[src/rtl/pipe_ctrl.sv]
// pipe_ctrl -- pipeline interlock controller for the 5-stage interrupt-capable MIPS CPU.
//
// Owns every pipeline-register enable. It arbitrates between memory wait, interrupt
// entry, load-use stall, eret and taken branches, and it sequences interrupt entry
// through RUN -> DRAIN -> VECTOR -> RUN.
//
// Ports:
//   clock, resetn        system clock and synchronous active-low reset
//   stall_req            load-use hazard detected in ID
//   branch_taken         taken branch/jump resolved in ID
//   eret                 eret decoded in ID
//   mem_wait             data memory not ready; freezes the whole pipeline
//   int_req, int_enable  level interrupt request and Status.IE
//   pc_we, pc_sel        PC write enable and source (0 seq/branch, 1 vector, 2 EPC)
//   ifid_we, ifid_flush  IF/ID write enable and NOP insert
//   idexe_bubble         NOP insert into ID/EXE
//   exemem_we            EXE/MEM and MEM/WB write enable
//   epc_we, cause_we     EPC / Cause capture pulses on interrupt entry
//   int_ack              one-cycle acknowledge to the interrupt source
//   stall_cnt            saturating count of cycles with pc_we = 0
module pipe_ctrl #(
    parameter int unsigned DRAIN_CYCLES = 3,  // legal range 1..15
    parameter int unsigned CNT_W        = 16
) (
    input  logic             clock,
    input  logic             resetn,
    input  logic             stall_req,
    input  logic             branch_taken,
    input  logic             eret,
    input  logic             mem_wait,
    input  logic             int_req,
    input  logic             int_enable,
    output logic             pc_we,
    output logic [1:0]       pc_sel,
    output logic             ifid_we,
    output logic             ifid_flush,
    output logic             idexe_bubble,
    output logic             exemem_we,
    output logic             epc_we,
    output logic             cause_we,
    output logic             int_ack,
    output logic [CNT_W-1:0] stall_cnt
);

    localparam logic [1:0] StRun    = 2'd0;
    localparam logic [1:0] StDrain  = 2'd1;
    localparam logic [1:0] StVector = 2'd2;

    localparam logic [1:0] PcSelSeq = 2'd0;
    localparam logic [1:0] PcSelVec = 2'd1;
    localparam logic [1:0] PcSelEpc = 2'd2;

    localparam logic [3:0] DrainInit = 4'(DRAIN_CYCLES - 1);

    logic [1:0]       state_q, state_d;
    logic [3:0]       drain_q, drain_d;
    logic             int_pending_q, int_pending_d;
    logic [CNT_W-1:0] stall_cnt_q;

    assign stall_cnt = stall_cnt_q;

    // The acknowledge cycle wins over a fresh request so the source is not
    // re-accepted in the same cycle it is acknowledged.
    assign int_pending_d = int_ack ? 1'b0 : (int_pending_q | (int_req & int_enable));

    always_comb begin
        pc_we        = 1'b0;
        pc_sel       = PcSelSeq;
        ifid_we      = 1'b0;
        ifid_flush   = 1'b0;
        idexe_bubble = 1'b0;
        exemem_we    = 1'b0;
        epc_we       = 1'b0;
        cause_we     = 1'b0;
        int_ack      = 1'b0;
        state_d      = state_q;
        drain_d      = drain_q;

        if (!resetn) begin
            ifid_flush   = 1'b1;
            idexe_bubble = 1'b1;
        end else if (mem_wait) begin
            // Whole pipeline frozen; state and drain count hold.
        end else begin
            case (state_q)
                StRun: begin
                    // Interrupt waits for a clean ID slot: no branch (no delay-slot EPC),
                    // no load-use stall and no eret in flight.
                    if (int_pending_q && !stall_req && !branch_taken && !eret) begin
                        epc_we       = 1'b1;
                        cause_we     = 1'b1;
                        ifid_flush   = 1'b1;
                        idexe_bubble = 1'b1;
                        exemem_we    = 1'b1;
                        state_d      = StDrain;
                        drain_d      = DrainInit;
                    end else if (stall_req) begin
                        idexe_bubble = 1'b1;
                        exemem_we    = 1'b1;
                    end else if (eret) begin
                        pc_sel     = PcSelEpc;
                        pc_we      = 1'b1;
                        ifid_flush = 1'b1;
                        exemem_we  = 1'b1;
                    end else begin
                        // Taken branch and plain sequential flow share the same
                        // enables; ID muxes the target in on a branch.
                        pc_we     = 1'b1;
                        ifid_we   = 1'b1;
                        exemem_we = 1'b1;
                    end
                end
                StDrain: begin
                    ifid_flush   = 1'b1;
                    idexe_bubble = 1'b1;
                    exemem_we    = 1'b1;
                    // Leave when the decremented count reaches zero; the entry cycle
                    // already counted as one drain cycle.
                    if (drain_q <= 4'd1) begin
                        drain_d = 4'd0;
                        state_d = StVector;
                    end else begin
                        drain_d = drain_q - 4'd1;
                    end
                end
                StVector: begin
                    pc_sel       = PcSelVec;
                    pc_we        = 1'b1;
                    ifid_flush   = 1'b1;
                    idexe_bubble = 1'b1;
                    exemem_we    = 1'b1;
                    int_ack      = 1'b1;
                    state_d      = StRun;
                end
                default: begin
                    state_d = StRun;
                end
            endcase
        end
    end

    always_ff @(posedge clock) begin
        if (!resetn) begin
            state_q       <= StRun;
            drain_q       <= 4'd0;
            int_pending_q <= 1'b0;
            stall_cnt_q   <= '0;
        end else begin
            state_q       <= state_d;
            drain_q       <= drain_d;
            int_pending_q <= int_pending_d;
            if (!pc_we && (stall_cnt_q != '1)) begin
                stall_cnt_q <= stall_cnt_q + CNT_W'(1);
            end
        end
    end

endmodule

[config.mk]
export PLATFORM = sky130hd
export DESIGN_NAME = pipe_ctrl
export DESIGN_NICKNAME = d
export VERILOG_FILES = /design/src/rtl/pipe_ctrl.sv
export SDC_FILE = /design/constraint.sdc
export NUM_CORES = 1
export LEC_CHECK = 0
export BUFFER_PORTS_ARGS = -buffer_cell sky130_fd_sc_hd__clkbuf_2
export CELL_PAD_IN_SITES_DETAIL_PLACEMENT = 1
export CELL_PAD_IN_SITES_GLOBAL_PLACEMENT = 2
export CORE_ASPECT_RATIO = 0.7
export CORE_MARGIN = 2
export CORE_UTILIZATION = 28
export DETAILED_ROUTE_END_ITERATION = 8
export GPL_ROUTABILITY_DRIVEN = 0
export PLACE_DENSITY_LB_ADDON = 0.3
export SLEW_MARGIN = 0
export SYNTH_ARGS = -nofsm -noshare
export SYNTH_HDL_FRONTEND = slang
export SYNTH_SLANG_ARGS = --single-unit
[constraint.sdc]
create_clock -name clock -period 2.16 [get_ports clock]
set_input_delay 0.216 -clock clock [delete_from_list [all_inputs] [get_ports clock]]
set_output_delay 0.216 -clock clock [all_outputs]
set_load 0.05 [all_outputs]
==> results.tsv, run 1 <==
metric	value	unit
final wirelength	4.27	mm
Adder-Cell Fraction of Synth Area	6.14	%
max incr delay on CP	0.49	ns
setup_tns	0	ns
multi-input combinational cell area	873	um2
DP HPWL	3.28	mm
critical path class	flop to output port	
Initial Util	29.5	%
grt ovf	0	
max cap viols	0	
Post-CTS Repair Setup Buffers	0	
most frequent cell after synthesis	dfxtp_1	
status	finished clean	
cell area after layout	0.00177	mm2
first-pass GRT wire length	7.04	mm
I/O pin count	34	
Chip Width	89.3	um
Yosys top cell by area	dfxtp_1	
Final Non-Filler Cells	277	
DIE AREA	0.00569	mm2
compound-cell area share of the yosys netlist	23.9	%
Cell Area, Placed	0.00171	mm2
H-Tree Level Count	1	
Final setup viols	0	
fill cell count	613	
Min Hold Slack	0.253	ns
R2R Setup Slk	0.11	ns
Worst-Skew Late Latency	0.26	ns
Post-Syn Area	0.00143	mm2
worst hold-check path type	primary input to flop	
vias in the first global route	1526	
post-synthesis sequential area ratio	32.3	%
worst vdd ir	0.205	mV
leading post-synthesis cells by cell area	dfxtp_1 32%, ha_1 6.1%, a21oi_1 6.0%	
post-synthesis xor/xnor area fraction	0	%
CTS tree	done	
CP Max Fanout	6	
CTS buffer count	3	
Clock Path Buffers	2	
ant diodes	0	
Slew headroom	71.8	%
Synth-to-Final Area Change	24.1	%
GR Util All Layers	15.6	%
layout cells sized above 1	30.8	%
Clock Skews	0.00305	ns
Post-synth ARST share	0	%
combinational family with the most area after synthesis	simple AND/OR/NAND/NOR gates	
Max Clock Freq	0.479	GHz
DRC	0	
root buf cell	clkbuf_8	
PwrDens	472	mW/mm2
Setup crit end kind	output port	
Post-Syn Instances	170	
register area	463	um2
Fin. Hold Viols	0	
RSZ-0062 raised after global routing	true	
min cycle time layout	2.09	ns
Simple-Gate Fraction of Synth Area	25.9	%
Critical Path RT	1.94	ns
Post-synth top flop	dfxtp_1	
CP max stage cell	or4b_4	
Slew Limit Fails	0	
initial antenna violation count	0	
drt first pass iters	4	
CP cell instances	or4b_4 -> buf_4 -> nor4b_4 -> clkbuf_2	
Worst Tran Pin Value	0.422	ns
CP startpoint kind	flop	
nets	224	
Yosys reg bits	23	
CTS Sinks	23	
DRT iter0 DRCs	41	
# placed instances	273	
CP arrival	1.87	ns
post-synthesis mux area share	2.81	%
Post-synth EDFFs	0	
top-area cell type share of the netlist area	32.3	%
post-synthesis cell type count	42	
number of buffers added on ports	33	
Final ANT Viol Nets	0	
Vias/cell	5.32	
most frequent cells after synthesis	23 x dfxtp_1, 17 x a21oi_1, 13 x inv_1	
Avg Inst Size Synth	8.39	um2
largest net degree at the start of global routing	14	
height of the die	63.7	um
static leakage	0.666	nW
via count	1475	
fin crit share	96.7	%
core area	0.00483	mm2
Yosys warning total	0	
Syn Nets	185	
number of cell rows	21	
Avg WL per Cell	15.4	um
clk slew on worst S/H paths	0.08	ns
==> worst max-delay path: cells and delay by family (launching register included) <==
kind                   cells  cell delay [ns]
DFF                        1             0.37
buffers and inverters      2             0.51
and+or+nand+nor            2             0.73
==> timing repair <==
item	in CTS	in global routing
endpoints found under the setup margin	1	7
hold buffers	0	0
pin swaps	0	0
gates resized for setup	1	5
==> flip-flops by register name (all words and copies together) (netlist names) <==
name,cells
drain_q,4
int_pending_q,1
stall_cnt,16
state_q,2
==> layout make-up <==
class	count	area share, %
multi-input combinational	124	49.3
sequential	23	26.1
timing repair buffer	44	14.3
tap	69	4.88
inverter	13	2.76
clock buffer	4	2.54
==> cell families (layout without fill, tap and decap cells) <==
logic type	count (synthesis)	after routing
AOI/OAI and AO/OA	52	52
adders and majority gates	7	7
buffers and inverters	23	61
DFF	23	23
muxes	4	4
and+or+nand+nor	61	61
==> placed cells by master (no fill, tap or decap), types with 7 or more instances in the layout <==
| cell type | synthesis | layout |
|---|---|---|
| nand3_1 | 8 | 8 |
| buf_4 | 1 | 11 |
| inv_1 | 13 | 13 |
| ha_1 | 7 | 7 |
| o31ai_1 | 11 | 9 |
| dfxtp_1 | 23 | 21 |
| or4_1 | 8 | 8 |
| clkbuf_2 | 0 | 31 |
| o21ai_0 | 9 | 9 |
| nand2_1 | 11 | 11 |
| a21oi_1 | 17 | 17 |
==> metrics by stage <==
step / worst slack (ns) / total power [mW] / utilization, %
finish: 0.0706 / 0.836 / 36.6
global route: -0.0325 / 0.875 / 36.6
CTS: 0.0189 / 0.846 / 36.4
detailed placement: 0.0265 / 0.570 / 35.5
global placement: 0.0744 / 0.566 / 35.5
floorplan: 0.00190 / 0.535 / -
==> metal layers <==
metal  track usage, %  wire length, um  vias up
met5                0                0        -
met4             4.10               48        0
met3             3.80              197        6
met2             25.7             1960       31
met1             20.3             2060      715
li1                 -                -      723
==> final timing paths <==
| kind | end | startpoint | depth (start not counted) |
|---|---|---|---|
| worst max-delay path | cause_we | int_pending_q | 4 |
| worst min-delay path | int_pending_q | int_enable | 3 |
| worst max register to register | stall_cnt[8] | int_pending_q | 4 |
| worst min register to register | stall_cnt[10] | stall_cnt[10] | 2 |
==> power by group <==
part,total (mW),internal (mW),switching [mW]
logic,0.123,0.0395,0.0839
clock network,0.273,0.132,0.141
registers,0.439,0.431,0.00832
Note: power is estimated with default switching activity, not from simulation.
==> inputs of run 2 (changes only) <==
--- a/config.mk
+++ b/config.mk
@@ -8,7 +8,6 @@
 export BUFFER_PORTS_ARGS = -buffer_cell sky130_fd_sc_hd__clkbuf_2
 export CELL_PAD_IN_SITES_DETAIL_PLACEMENT = 1
 export CELL_PAD_IN_SITES_GLOBAL_PLACEMENT = 2
-export CORE_ASPECT_RATIO = 0.7
 export CORE_MARGIN = 2
 export CORE_UTILIZATION = 28
 export DETAILED_ROUTE_END_ITERATION = 8
==> results.tsv, run 2 (synthesis gave the netlist of run 1 again) <==
metric	value	unit	change
Worst path depth	4		unchanged
Setup crit end	epc_we		was cause_we
commonest non-fill, non-tap cells in the layout	32 x clkbuf_2, 20 x dfxtp_1, 17 x a21oi_1		was 31 x clkbuf_2, 21 x dfxtp_1, 17 x a21oi_1
hold path start	int_enable		unchanged
Setup crit end kind	output port		unchanged
CTS hold repair buffers	0		unchanged
Buf/Inv on CP	2		unchanged
Min Hold Slack	0.236	ns	was 0.253 ns
fin crit share	94.3	%	was 96.7%
Slew headroom	76.5	%	was 71.8%
static leakage	0.662	nW	was 0.666 nW
CTS buffer count	3		unchanged
DRT iter0 DRCs	43		was 41
root buf cell	clkbuf_8		unchanged
CP Max Fanout	6		unchanged
Post-CTS Repair Setup Buffers	0		unchanged
cell area after layout	0.00176	mm2	was 0.00177 mm2
status	finished clean		unchanged
Slew Limit Fails	0		unchanged
Top Layer Used	met4		unchanged
max cap viols	0		unchanged
RR Endpoint	stall_cnt[8]		unchanged
Fin. Hold Viols	0		unchanged
Max Clock Freq	0.491	GHz	was 0.479 GHz
Synth-to-Final Area Change	23.5	%	was 24.1%
R2R Setup Slk	0.15	ns	was 0.11 ns
CTS Sinks	23		unchanged
H-Tree Level Count	1		unchanged
number of buffers added on ports	33		unchanged
via count	1469		was 1475
critical path's top delay family	simple AND/OR/NAND/NOR gates		unchanged
Clock Skews	0.0107	ns	was 0.00305 ns
I/O pin count	34		unchanged
drt first pass iters	4		unchanged
register area	464	um2	was 463 um2
vias in the first global route	1415		was 1526
min cycle time layout	2.04	ns	was 2.09 ns
Final ANT Viol Nets	0		unchanged
max incr delay on CP	0.47	ns	was 0.49 ns
clk slew on worst S/H paths	0.08	ns	about the same
RSZ-0062 raised after global routing	false		was true
CP startpoint kind	flop		unchanged
worst hold-check path type	primary input to flop		unchanged
Clock Path Buffers	2		unchanged
worst vdd ir	0.307	mV	was 0.205 mV
first-pass GRT wire length	6.73	mm	was 7.04 mm
Cell Area, Placed	0.00170	mm2	was 0.00171 mm2
Critical Path RT	1.94	ns	about the same
Vias/cell	5.36		was 5.32
DIE AREA	0.00568	mm2	was 0.00569 mm2
height of the die	75.4	um	was 63.7 um
initial antenna violation count	0		unchanged
final wirelength	3.96	mm	was 4.27 mm
DRC	0		unchanged
critical path class	flop to output port		unchanged
core area	0.00482	mm2	was 0.00483 mm2
ant diodes	0		unchanged
most common cell after layout, fill and taps aside	clkbuf_2		unchanged
CP cell instances	or4b_4 -> buf_4 -> nor4b_4 -> clkbuf_2		unchanged
number of flip-flops in the largest register	16		unchanged
number of cell rows	25		was 21
setup_tns	0	ns	unchanged
Chip Width	75.4	um	was 89.3 um
Final Non-Filler Cells	274		was 277
# placed instances	270		was 273
grt ovf	0		unchanged
CP arrival	1.82	ns	was 1.87 ns
met1 wire length	1.87	mm	was 2.06 mm
layout cells sized above 1	30.9	%	was 30.8%
Worst R2R Start	state_q[0]		was int_pending_q
fill cell count	592		was 613
DR WL met2	1.96	mm	about the same
DP HPWL	3.07	mm	was 3.28 mm
CP max stage cell	or4b_4		unchanged
FF-to-FF path depth	6		was 4
nets	223		was 224
CTS tree	done		unchanged
multi-input combinational cell area	872	um2	was 873 um2
Worst Tran Pin Value	0.349	ns	was 0.422 ns
Worst-Skew Late Latency	0.27	ns	was 0.26 ns
Final setup viols	0		unchanged
largest net degree at the start of global routing	20		was 14
Setup crit start	int_pending_q		unchanged
Avg WL per Cell	14.5	um	was 15.4 um
Initial Util	29.6	%	was 29.5%
met3 wire length	112	um	was 197 um
GR Util All Layers	15.1	%	was 15.6%
PwrDens	473	mW/mm2	was 472 mW/mm2
[run 2: cell types whose count changed in the layout (fill, tap and decap cells not counted), sizes merged]
| cell | before | now |
|---|---|---|
| clkinv | 0 | 1 |
| buf | 13 | 11 |
[run 2: worst min-delay path, stage by stage]
cell and delay, ns:
clkbuf_2 0.08, a21oi_1 0.12, nor3_1 0.05
[run 2: power by group]
part	switching (mW)	internal (mW)
Sequential	0.00762	0.431
Clock	0.145	0.129
Combinational	0.0813	0.0394
[run 2: per-stage QoR]
step,setup slack (ns),utilization (%),power (mW)
6_report,0.124,36.6,0.833
5_1_grt,0.0243,36.6,0.887
3_3_place_gp,0.116,35.4,0.565
3_5_place_dp,0.0741,35.4,0.569
2_1_floorplan,0.00190,-,0.535
4_1_cts,0.00980,36.4,0.850
[run 2: area by class of cell]
type                       count  area share, %
timing repair buffer          43           14.0
clock buffer                   3           2.34
multi-input combinational    124           49.5
sequential                    23           26.3
clock inverter                 1          0.284
inverter                      13           2.77
tap                           67           4.76
[run 2: how the worst min path moves through the flow]
stage	endpoint	slack (ns)	cells past startpoint
after floorplan	stall_cnt[10]	0.37	2
after global placement	stall_cnt[15]	0.48	2
after detailed placement	state_q[1]	0.50	2
after CTS	int_pending_q	0.24	3
after global routing	int_pending_q	0.26	3
final	int_pending_q	0.24	3
[run 2: what timing repair did]
| action | 4_1_cts | 5_1_grt |
|---|---|---|
| setup endpoints to repair | 1 | 3 |
| resized for setup | 1 | 4 |
| endpoints found under the hold margin | 0 | 0 |
[run 2: per-layer routing]
layer	vias up	global-route usage, %
met5	-	0
met4	0	2.92
met3	2	3.17
met2	18	26.3
met1	731	19.3
li1	718	-
